==> src/rtl/gb_serial_link_pkg.sv <==
// rtl/gb_serial_link_pkg.sv - shared types and constants for the Game Boy link port
package gb_serial_link_pkg;

    // SC register bit positions
    localparam int SC_START = 7;
    localparam int SC_CLK   = 0;

    typedef enum logic [1:0] {
        ST_IDLE,
        ST_RUN_INT,
        ST_RUN_EXT,
        ST_DONE
    } link_state_t;

    // SC readback: unused bits read as 1
    function automatic logic [7:0] sc_value(input logic start, input logic clk_int);
        return {start, 6'b111111, clk_int};
    endfunction

endpackage

==> src/rtl/gb_sync_edge.sv <==
// rtl/gb_sync_edge.sv - link line synchronisers with clock edge pulses held until the next ce
module gb_sync_edge (
    input  logic clk_sys,
    input  logic reset,
    input  logic ce,
    input  logic clk_in,
    input  logic data_in,
    output logic data_level,
    output logic clk_rise,
    output logic clk_fall
);

    logic [1:0] clk_sync;
    logic [1:0] data_sync;
    logic       clk_prev;
    logic       rise_hold;
    logic       fall_hold;
    logic       raw_rise;
    logic       raw_fall;

    // two-flop synchronisers plus one history flop; the link lines idle high
    always_ff @(posedge clk_sys) begin
        if (reset) begin
            clk_sync  <= 2'b11;
            data_sync <= 2'b11;
            clk_prev  <= 1'b1;
        end else begin
            clk_sync  <= {clk_sync[0], clk_in};
            data_sync <= {data_sync[0], data_in};
            clk_prev  <= clk_sync[1];
        end
    end

    assign raw_rise = clk_sync[1] & ~clk_prev;
    assign raw_fall = ~clk_sync[1] & clk_prev;

    // remember edges seen on non-ce cycles so the next ce cycle still sees them
    always_ff @(posedge clk_sys) begin
        if (reset || ce) begin
            rise_hold <= 1'b0;
            fall_hold <= 1'b0;
        end else begin
            if (raw_rise) rise_hold <= 1'b1;
            if (raw_fall) fall_hold <= 1'b1;
        end
    end

    assign clk_rise   = rise_hold | raw_rise;
    assign clk_fall   = fall_hold | raw_fall;
    assign data_level = data_sync[1];

endmodule

==> src/rtl/gb_serial_link.sv <==
// rtl/gb_serial_link.sv - Game Boy serial link port (SB/SC) with internal and external clocking
module gb_serial_link #(
    parameter int         CLK_DIV  = 512,
    parameter logic [7:0] SB_RESET = 8'h00
) (
    input  logic       clk_sys,
    input  logic       reset,
    input  logic       ce,
    input  logic       sel_sb,
    input  logic       sel_sc,
    input  logic       cpu_wr,
    input  logic [7:0] cpu_di,
    output logic [7:0] sb_do,
    output logic [7:0] sc_do,
    output logic       irq,
    input  logic       ser_clk_in,
    input  logic       ser_data_in,
    output logic       ser_clk_out,
    output logic       ser_data_out
);
    import gb_serial_link_pkg::*;

    localparam int          DW       = $clog2(CLK_DIV);
    localparam logic [DW-1:0] DIV_HALF = DW'(CLK_DIV / 2);
    localparam logic [DW-1:0] DIV_LAST = DW'(CLK_DIV - 1);

    link_state_t   state;
    logic [7:0]    sb;
    logic          start;
    logic          clk_int;
    logic [DW-1:0] div;
    logic [3:0]    bit_cnt;
    logic          data_s;
    logic          ext_rise;
    logic          ext_fall;
    logic          wr_sb;
    logic          wr_sc;

    gb_sync_edge u_sync (
        .clk_sys    (clk_sys),
        .reset      (reset),
        .ce         (ce),
        .clk_in     (ser_clk_in),
        .data_in    (ser_data_in),
        .data_level (data_s),
        .clk_rise   (ext_rise),
        .clk_fall   (ext_fall)
    );

    assign wr_sb = cpu_wr & sel_sb;
    assign wr_sc = cpu_wr & sel_sc;
    assign sb_do = sb;
    assign sc_do = sc_value(start, clk_int);

    // transfer FSM, bit timing, shift register and CPU register writes
    always_ff @(posedge clk_sys) begin
        if (reset) begin
            state        <= ST_IDLE;
            sb           <= SB_RESET;
            start        <= 1'b0;
            clk_int      <= 1'b0;
            div          <= '0;
            bit_cnt      <= '0;
            irq          <= 1'b0;
            ser_clk_out  <= 1'b1;
            ser_data_out <= 1'b1;
        end else if (ce) begin
            // irq stays up until the next ce so the flag logic sees it exactly once
            irq <= 1'b0;
            case (state)
                ST_IDLE: ;
                ST_RUN_INT: begin
                    if (div == '0) begin
                        ser_clk_out  <= 1'b0;
                        ser_data_out <= sb[7];
                    end
                    if (div == DIV_HALF) begin
                        ser_clk_out <= 1'b1;
                        sb          <= {sb[6:0], data_s};
                        bit_cnt     <= bit_cnt + 4'd1;
                    end
                    // completion waits for the end of the 8th bit period
                    if (div == DIV_LAST) begin
                        div <= '0;
                        if (bit_cnt == 4'd8) begin
                            state <= ST_DONE;
                            start <= 1'b0;
                            irq   <= 1'b1;
                        end
                    end else begin
                        div <= div + DW'(1);
                    end
                end
                ST_RUN_EXT: begin
                    if (ext_fall) begin
                        ser_data_out <= sb[7];
                    end
                    if (ext_rise) begin
                        sb      <= {sb[6:0], data_s};
                        bit_cnt <= bit_cnt + 4'd1;
                        if (bit_cnt == 4'd7) begin
                            state <= ST_DONE;
                            start <= 1'b0;
                            irq   <= 1'b1;
                        end
                    end
                end
                ST_DONE: begin
                    state       <= ST_IDLE;
                    ser_clk_out <= 1'b1;
                end
                default: state <= ST_IDLE;
            endcase

            // CPU writes take priority over the shift on the same cycle
            if (wr_sb) begin
                sb <= cpu_di;
            end
            if (wr_sc) begin
                clk_int <= cpu_di[SC_CLK];
                if (cpu_di[SC_START]) begin
                    start       <= 1'b1;
                    div         <= '0;
                    bit_cnt     <= '0;
                    irq         <= 1'b0;
                    ser_clk_out <= 1'b1;
                    state       <= cpu_di[SC_CLK] ? ST_RUN_INT : ST_RUN_EXT;
                end else begin
                    start <= 1'b0;
                    if (state == ST_RUN_INT || state == ST_RUN_EXT) begin
                        state       <= ST_IDLE;
                        ser_clk_out <= 1'b1;
                    end
                end
            end
        end
    end

endmodule

==> config.mk <==
export PLATFORM = sky130hd
export DESIGN_NAME = gb_serial_link
export DESIGN_NICKNAME = d
export VERILOG_FILES = /design/src/rtl/gb_serial_link_pkg.sv /design/src/rtl/gb_sync_edge.sv /design/src/rtl/gb_serial_link.sv
export SDC_FILE = /design/constraint.sdc
export NUM_CORES = 1
export LEC_CHECK = 0
export CORE_UTILIZATION = 25
export CTS_CLUSTER_DIAMETER = 120
export CTS_CLUSTER_SIZE = 30
export DETAILED_ROUTE_END_ITERATION = 10
export PLACE_DENSITY_LB_ADDON = 0.05
export REMOVE_ABC_BUFFERS = 1
export SLEW_MARGIN = 20
export SYNTH_ARGS = -nofsm -noshare
export SYNTH_HDL_FRONTEND = slang
export SYNTH_SLANG_ARGS = --single-unit
==> constraint.sdc <==
create_clock -name clk_sys -period 2.4 [get_ports clk_sys]
set_input_delay 0.24 -clock clk_sys [delete_from_list [all_inputs] [get_ports clk_sys]]
set_output_delay 0.24 -clock clk_sys [all_outputs]
set_load 0.1 [all_outputs]
# Word-level counts from Yosys, hierarchy flattened
# Cells that the tools add are included.
# word_totals
register_bits	35
input_bits	16
output_inout_bits	19
elab_cells	94
# op_classes
addsub	2
n_eq_ne	15
n_mux	45
bitwise_logic	8
reduce_logical	10
# ops
cell	count
$mux W9	4
$mux W8	3
$mux W1	19
$eq A9 B9 Y1 const B	2
$ne A3 B3 Y1 const B	6
$mux W2	8
$mux W4	4
$pmux W8 S2	1
$add A9 B1 Y9 const B	1
$logic_not A9 Y1	1
$pmux W1 S2	4
$pmux W4 S2	1
$reduce_and A4 Y1	2
$pmux W2 S3	1
$reduce_and A6 Y1	1
$reduce_bool A3 Y1	2
$add A4 B1 Y4 const B	1
$and A1 B1 Y1	4
$eq A2 B2 Y1 const B	2
$eq A4 B3 Y1 const B	1
$eq A4 B4 Y1 const B	1
$ne A2 B2 Y1 const B	2
$eq A2 B1 Y1 const B	1
$logic_or A1 B1 Y1	2
other kinds (4)	6

# Depth between registers and ports, before layout
# Gate-level depths: netlist of the first run.
# depth
word_depth	8
ltp_mapped	9
ltp_nobuf	9

# Hierarchy
# A second synthesis of the first run with hierarchy kept.
# unflattened
cells_unflattened	230
hier_area_um2	2010.7
# by_module_without_submodules
mod	instances	cells_each	area_each_um2	seq_area_each_um2
gb_serial_link	1	209	1785.5	560.5
gb_sync_edge	1	21	225.2	140.1

# Worst setup path before layout of the first run
# Ideal clock, no wire load.
# synth_timing
path_type	register to register
start	register state[1]
end	register sb[0], in the netlist sb_do[0]
setup_ps	143
arrival_time_ps	1718
t_required_ps	2257
path_slack_ps	540
stages_incl_launch_ff	10
n_path_buf	2
synth_period_minus_slack_ps	1860
path_cell_list	dfxtp_1 -> inv_1 -> ha_1 -> buf_2 -> or2_1 -> o31a_1 -> buf_6 -> o221ai_4 -> nor2_1 -> a2bb2oi_1
# synth_via
elab_chain_cells	3
word_cells_on_any_way	8
classes_between	4 x eq/ne; 2 x mux; 2 x reduce/logical
# synth_rtl
element	line_no	source
start: declaration	gb_serial_link.sv:27	link_state_t state;
start signal: assignment	gb_serial_link.sv:127	state <= cpu_di[SC_CLK] ? ST_RUN_INT : ST_RUN_EXT;
$eq A2 B1 Y1 or $eq A2 B2 Y1 (tied branches)	gb_serial_link.sv:70	case (state)
$ne A3 B3 Y1 (no source line), or another cell as far along	--	
$reduce_and A4 Y1 (no source line) or $mux W8 (tied branches)	--	
end signal: assignment	gb_serial_link.sv:79	sb <= {sb[6:0], data_s};
end signal: assignment	gb_serial_link.sv:99	sb <= {sb[6:0], data_s};
end signal: assignment	gb_serial_link.sv:117	sb <= cpu_di;
end: declaration	gb_serial_link.sv:28	logic [7:0] sb;
# Several ways; a longest one is shown, not always the timed one.
# A chain may end at the register's enable or synchronous reset.

# Worst setup path in the final report of the first run
# layout_timing
start	register state[0]
end	register sb[6], in the netlist sb_do[6]
# The elaborated chain is that of the path after synthesis.

==> out/qor.yml, run 1 <==
clock_tree:
  cts.path.max_buffers: 2
  holdBufCountCts: 0
  numCtsBuffers: 5
  cts_tree: "built"
  clock_latency_ns: 0.28
  clk_pin_slew_worst_paths_ns: 0.07
  ctsResizeCount: 0
  postCtsSetupRepairBufs: 0
  clkSinkCount: 35
  htree_levels: 2
  cts_root_buf: "clkbuf_8"
detailed_routing:
  route.met2.wl_mm: 2.27
  num_vias: 1648
  route.met3.wl_um: 180
  wl_mm: 5.08
  wl_met1_mm: 2.60
  routedWlPerCell_um: 14.1
  via_per_inst: 4.59
  post-route-drc-count: 0
  top_layer_used: "met4"
  drt_iter0_markers: 49
  dr.pass1.iters: 4
  antenna_left: 0
timing:
  finClkSkew_ns: 0.00959
  fin_crit_sh_pct: 84.9
  drv_slew: 0
  max_freq_ghz: 0.491
  fin_setup_tns_ns: 0
  rsz0062_at_grt: "false"
  fin_crit_ns: 2.04
  holdWs_ns: 0.413
  setup_viol: 0
  final-hold-violation-count: 0
finish:
  multiInputGateArea_um2: 1130
  fin_nets: 285
  final_cell_mix: "nor2_1 (39), dfxtp_1 (35), buf_4 (17)"
  final-seq-area_um2: 701
  fill_cells: 818
  diodes: 0
  syn_to_final_growth_pct: 19.7
  drive_above_1_share_pct: 13.8
  final_common_cell: "nor2_1"
  fin_area_um2: 2350
global_routing:
  antenna_found_initial: 0
  grt_usage_pct: 13.1
  grt_pass1_vias: 1643
  grt_overflow_total: 0
  grt_pass1_wl_mm: 8.47
  grt_max_degree: 32
hold_path:
  hp-class: "flop to flop"
  hold-path-endpoint: "u_sync.clk_sync[1]"
  hp-start: "u_sync.clk_sync[0]"
  min_path_cells: 1
placed_design:
  place_area_um2: 2270
  gp_congestion: 0.781
  port_buffers: 28
  post-dp-hpwl_mm: 3.72
power_and_ir_drop:
  pwr-share-clk_pct: 32.4
  power_leakage_nw: 0.941
  powerDensity_nw_per_um2: 554
  power_switching_mw: 0.425
  power_frac_seq_pct: 46.7
  peakVddDrop_mv: 0.263
  pwr-share-comb_pct: 20.9
  switching_share_pct: 32.6
  power.internal_mw: 0.878
synth:
  yosys_warnings: 0
  syn-cell-area_um2: 1960
  synth_top_flop_cell: "dfxtp_1"
  async_flop_share_pct: 0
  synth_area_leader_cell: "dfxtp_1"
  synthTopCellsByArea: "dfxtp_1 (36%), nor2_1 (7.5%), ha_1 (6.4%)"
  synth_top_area_share_pct: 35.7
  synthCells: 233
  syn_avg_cell_area_um2: 8.43
  seq_area_frac_synth_pct: 35.7
  synth_cell_types: 53
  synth-edff-count: 0
  ys_ff_latch: 35
critical_path:
  r2r-end: "sb_do[6]"
  start_kind: "flop"
  r2r_slack_ns: 0.36
  r2r_cells: 7
  required_ns: 2.57
  path_class: "flop to flop"
  end_kind: "flop"
  reg2reg_from: "state[0]"
  slowest_delay_ns: 0.39
  crit_arrival_ns: 2.21
  cp_max_fo: 9
  crit_slowest_cell: "o221ai_4"
  path_cells: "inv_1 -> ha_1 -> or2_1 -> o31a_1 -> o221ai_4 -> nor2_1 -> a2bb2oi_1"
floorplanning:
  dieArea_um2: 8220
  die_h_um: 90.6
  rows: 31
  die_width_um: 90.6
  fp.coreArea_um2: 7410
  start_util_pct: 26.5
  num_io_pins: 35
run:
  cap_violations: 0
status:
  status: "completed"
-- kinds of logic after synthesis --
logic type,synth area share [%]
buffers and inverters,7.96
xor gates and xnor gates,1.78
DFF,35.7
AOI/OAI and AO/OA,22.5
muxes,2.10
and+or+nand+nor,23.4
other,0.191
adders and majority gates,6.37
-- flip-flops by register name (all words and copies together) (netlist names) --
name and flops:
u_sync.clk_prev 1, ser_data_out 1, irq 1, u_sync.rise_hold 1
u_sync.clk_sync 2, start 1, u_sync.data_sync 2, sb_do 8
bit_cnt 4, state 2, div 9, u_sync.fall_hold 1
clk_int 1, ser_clk_out 1
-- layer usage --
layer	vias to the layer above	GRT usage [%]
met2	32	20.6
met5	-	0
li1	861	-
met3	2	3.11
met1	753	17.7
met4	0	3.63
-- worst max-delay path: cells and delay by family (launching register included) --
kind                       cells  cell delay, ns
AOI/OAI and AO/OA              3            0.78
and+or+nand+nor                2            0.39
DFF                            1            0.38
adders and majority gates      1            0.28
buffers and inverters          1            0.09
-- cells in the mapped netlist, types with 4 or more instances --
library cell and count:
nor2_1 39, dfxtp_1 35, nand2_1 16, ha_1 10
inv_1 10, o21ai_0 10, a211o_1 8, a21oi_1 8
buf_4 8, a2bb2oi_1 7, nand3_1 7, clkbuf_1 5
or2_2 5, nor3_1 4, xor2_1 4
-- stage by stage --
step           instances  utilization [%]  setup slack, ns  power, mW
2_1_floorplan        220                -            0.580      0.812
3_3_place_gp         351             30.6            0.398      0.898
3_5_place_dp         351             30.6            0.380      0.896
4_1_cts              359             31.7            0.360       1.33
5_1_grt              359             31.7            0.190       1.37
6_report             359             31.7            0.363       1.30
-- how the worst max path moves through the flow --
stage / startpoint / end / slack (ns) / cells past startpoint
2_1_floorplan: state[1] / sb_do[0] / 0.58 / 7
3_3_place_gp: ce / bit_cnt[0] / 0.40 / 5
3_5_place_dp: ce / div[7] / 0.38 / 5
4_1_cts: state[0] / sb_do[7] / 0.36 / 7
5_1_grt: state[1] / sb_do[6] / 0.19 / 6
6_report: state[0] / sb_do[6] / 0.36 / 7
-- final cells by class --
class,instances,area share (%)
inverters,11,1.76
well taps,99,5.27
repair buffers,32,11.8
flip-flops and latches,35,29.8
clock buffers,7,3.25
multi-input cells,174,47.9
clock inverters,1,0.213
-- power by group through the flow --
stage | Sequential [mW] | Combinational, mW | Clock (mW)
2_1_floorplan | 0.699 | 0.113 | 0
3_3_place_gp | 0.622 | 0.276 | 0
3_5_place_dp | 0.622 | 0.274 | 0
4_1_cts | 0.608 | 0.275 | 0.445
5_1_grt | 0.611 | 0.289 | 0.467
6_report | 0.608 | 0.272 | 0.422
Note: power is estimated with default switching activity, not from simulation.
==> run 2: changes to the inputs <==
==> constraint.sdc (replaced) <==
create_clock -name clk_sys -period 1.8 [get_ports clk_sys]
set_input_delay 0.18 -clock clk_sys [delete_from_list [all_inputs] [get_ports clk_sys]]
set_output_delay 0.18 -clock clk_sys [all_outputs]
set_load 0.1 [all_outputs]
==> out/qor.yml, run 2 (same netlist as run 1, synthesis figures left out) <==
critical_path:
  start_kind: "flop"
  end_kind: "flop"
  crit_arrival_ns: 1.92  # -0.29 ns
  path_class: "flop to flop"
  cp_max_fo: 3  # -6
  required_ns: 1.99  # -0.58 ns
timing:
  rsz0062_at_grt: "true"
  fin_crit_ns: 1.73  # -0.306 ns
  final-hold-violation-count: 0  # unchanged
  finClkSkew_ns: 0.00581  # -0.00379 ns
  max_freq_ghz: 0.578  # +18%
  drv_slew: 0  # unchanged
  fin_ws_ns: 0.0687  # -0.294 ns
  setup_viol: 0  # unchanged
  fin_crit_sh_pct: 96.2  # +11 points
detailed_routing:
  drt_iter0_markers: 56  # +14%
  routedWlPerCell_um: 13.6  # -4.1%
  antenna_left: 0  # unchanged
  post-route-drc-count: 0  # unchanged
  wl_mm: 5.28  # +3.9%
  dr.pass1.iters: 4  # unchanged
  via_per_inst: 4.57  # -0.49%
  num_vias: 1777  # +7.8%
power_and_ir_drop:
  power_switching_mw: 0.589  # +39%
  power.internal_mw: 1.20  # +37%
  pwr-share-comb_pct: 22.5  # +1.6 points
  power_frac_seq_pct: 45.3  # -1.4 points
  pwr-share-clk_pct: 32.2  # -0.2 points
  peakVddDrop_mv: 0.266  # +0.77%
  power_leakage_nw: 1.13  # +20%
  switching_share_pct: 32.9  # +0.30 points
  powerDensity_nw_per_um2: 655  # +18%
global_routing:
  antenna_found_initial: 0  # unchanged
  grt_usage_pct: 13.8  # +0.68 points
  grt_pass1_wl_mm: 8.94  # +5.5%
  grt_max_degree: 16  # -50%
  grt_pass1_vias: 1741  # +6.0%
  grt_overflow_total: 0  # unchanged
clock_tree:
  clk_pin_slew_worst_paths_ns: 0.07  # about the same
  cts.path.max_buffers: 2  # unchanged
  clock_latency_ns: 0.29  # about the same
  htree_levels: 2  # unchanged
  cts_tree: "built"
  clkSinkCount: 35  # unchanged
  cts_root_buf: "clkbuf_8"
  numCtsBuffers: 5  # unchanged
  holdBufCountCts: 0  # unchanged
finish:
  final_common_cell: "buf_4"
  fill_cells: 777  # -5.0%
  drive_above_1_share_pct: 32.4  # +19 points
  final-seq-area_um2: 708  # +1.1%
  final_cell_mix: "buf_4 (43), nor2_1 (38), dfxtp_1 (29)"
  regMostFlops: "div"
  diodes: 0  # unchanged
  multiInputGateArea_um2: 1240  # +10%
  fin_nets: 315  # +11%
  final_util_pct: 36.9  # +5.2 points
  fin_area_um2: 2730  # +16%
  largest_reg_flops: 9  # unchanged
  syn_to_final_growth_pct: 39.1
floorplanning:
  die_width_um: 90.6  # unchanged
  fp.coreArea_um2: 7410  # unchanged
  rows: 31  # unchanged
  start_util_pct: 26.5  # unchanged
  num_io_pins: 35  # unchanged
  dieArea_um2: 8220  # unchanged
  die_h_um: 90.6  # unchanged
placed_design:
  pre_cts_slack_ns: -0.0922  # -0.472 ns
  place_area_um2: 2510  # +11%
  post-dp-hpwl_mm: 4.04  # +8.6%
  port_buffers: 28  # unchanged
  gp_congestion: 0.764  # -2.1%
run:
  cap_violations: 0  # unchanged
hold_path:
  hp-class: "flop to flop"
status:
  status: "completed"
-- run 2: cell count changes in the layout (fill, tap and decap cells not counted), sizes merged --
cell  before  now
buf       17   47
-- run 2: power groups by stage --
stage | registers (mW) | logic (mW) | clock network, mW
after floorplan | 0.932 | 0.151 | 0
after global placement | 0.829 | 0.398 | 0
after detailed placement | 0.829 | 0.395 | 0
after CTS | 0.811 | 0.398 | 0.597
after global routing | 0.815 | 0.427 | 0.621
final | 0.811 | 0.402 | 0.576
-- run 2: through the flow --
| stage | setup TNS, ns | std cells | hold slack (ns) | total power, mW |
|---|---|---|---|---|
| 2_1_floorplan | -0.139 | 220 | 0.249 | 1.08 |
| 3_3_place_gp | -0.570 | 380 | 0.392 | 1.23 |
| 3_5_place_dp | -0.447 | 380 | 0.398 | 1.22 |
| 4_1_cts | 0 | 388 | 0.418 | 1.81 |
| 5_1_grt | -0.0688 | 389 | 0.431 | 1.86 |
| 6_report | 0 | 389 | 0.414 | 1.79 |
-- run 2: area by class of cell --
type | instances | share of cell area [%]
Timing Repair Buffer | 62 | 19.6
Sequential cell | 35 | 25.9
Clock inverter | 1 | 0.183
Inverter | 11 | 1.51
Clock buffer | 7 | 2.79
Tap cell | 99 | 4.53
Multi-Input combinational cell | 174 | 45.5
-- run 2: critical path, cell delays in order (launching register included) --
cell and delay [ns]:
dfxtp_2 0.33, inv_2 0.06, ha_4 0.11, nor4b_4 0.24, nand2_1 0.14, a221oi_2 0.34, a221oi_1 0.14, a22o_1 0.25
-- run 2: timing repair --
action,CTS,global route
cloned,0,0
pin swaps,1,14
buffers inserted,0,1
setup endpoints to repair,10,22
resized for setup,4,32
-- run 2: worst paths after layout --
| check | start | to | slack [ns] | cells past startpoint |
|---|---|---|---|---|
| worst max-delay path | div[0] | bit_cnt[3] | 0.07 | 7 |
| worst min-delay path | u_sync.clk_sync[0] | u_sync.clk_sync[1] | 0.41 | 1 |
| worst max register to register | div[0] | bit_cnt[3] | 0.07 | 7 |
| worst min register to register | u_sync.clk_sync[0] | u_sync.clk_sync[1] | 0.41 | 1 |
-- run 2: per-layer routing --
metal	share of wire [%]	track usage (%)	wire length [um]	up-vias
met2	46	21.1	2420	33
met3	3.1	2.86	165	9
met1	49	18.9	2590	815
met4	2.0	4.84	105	0
met5	0	0	0	-
li1	-	-	-	920
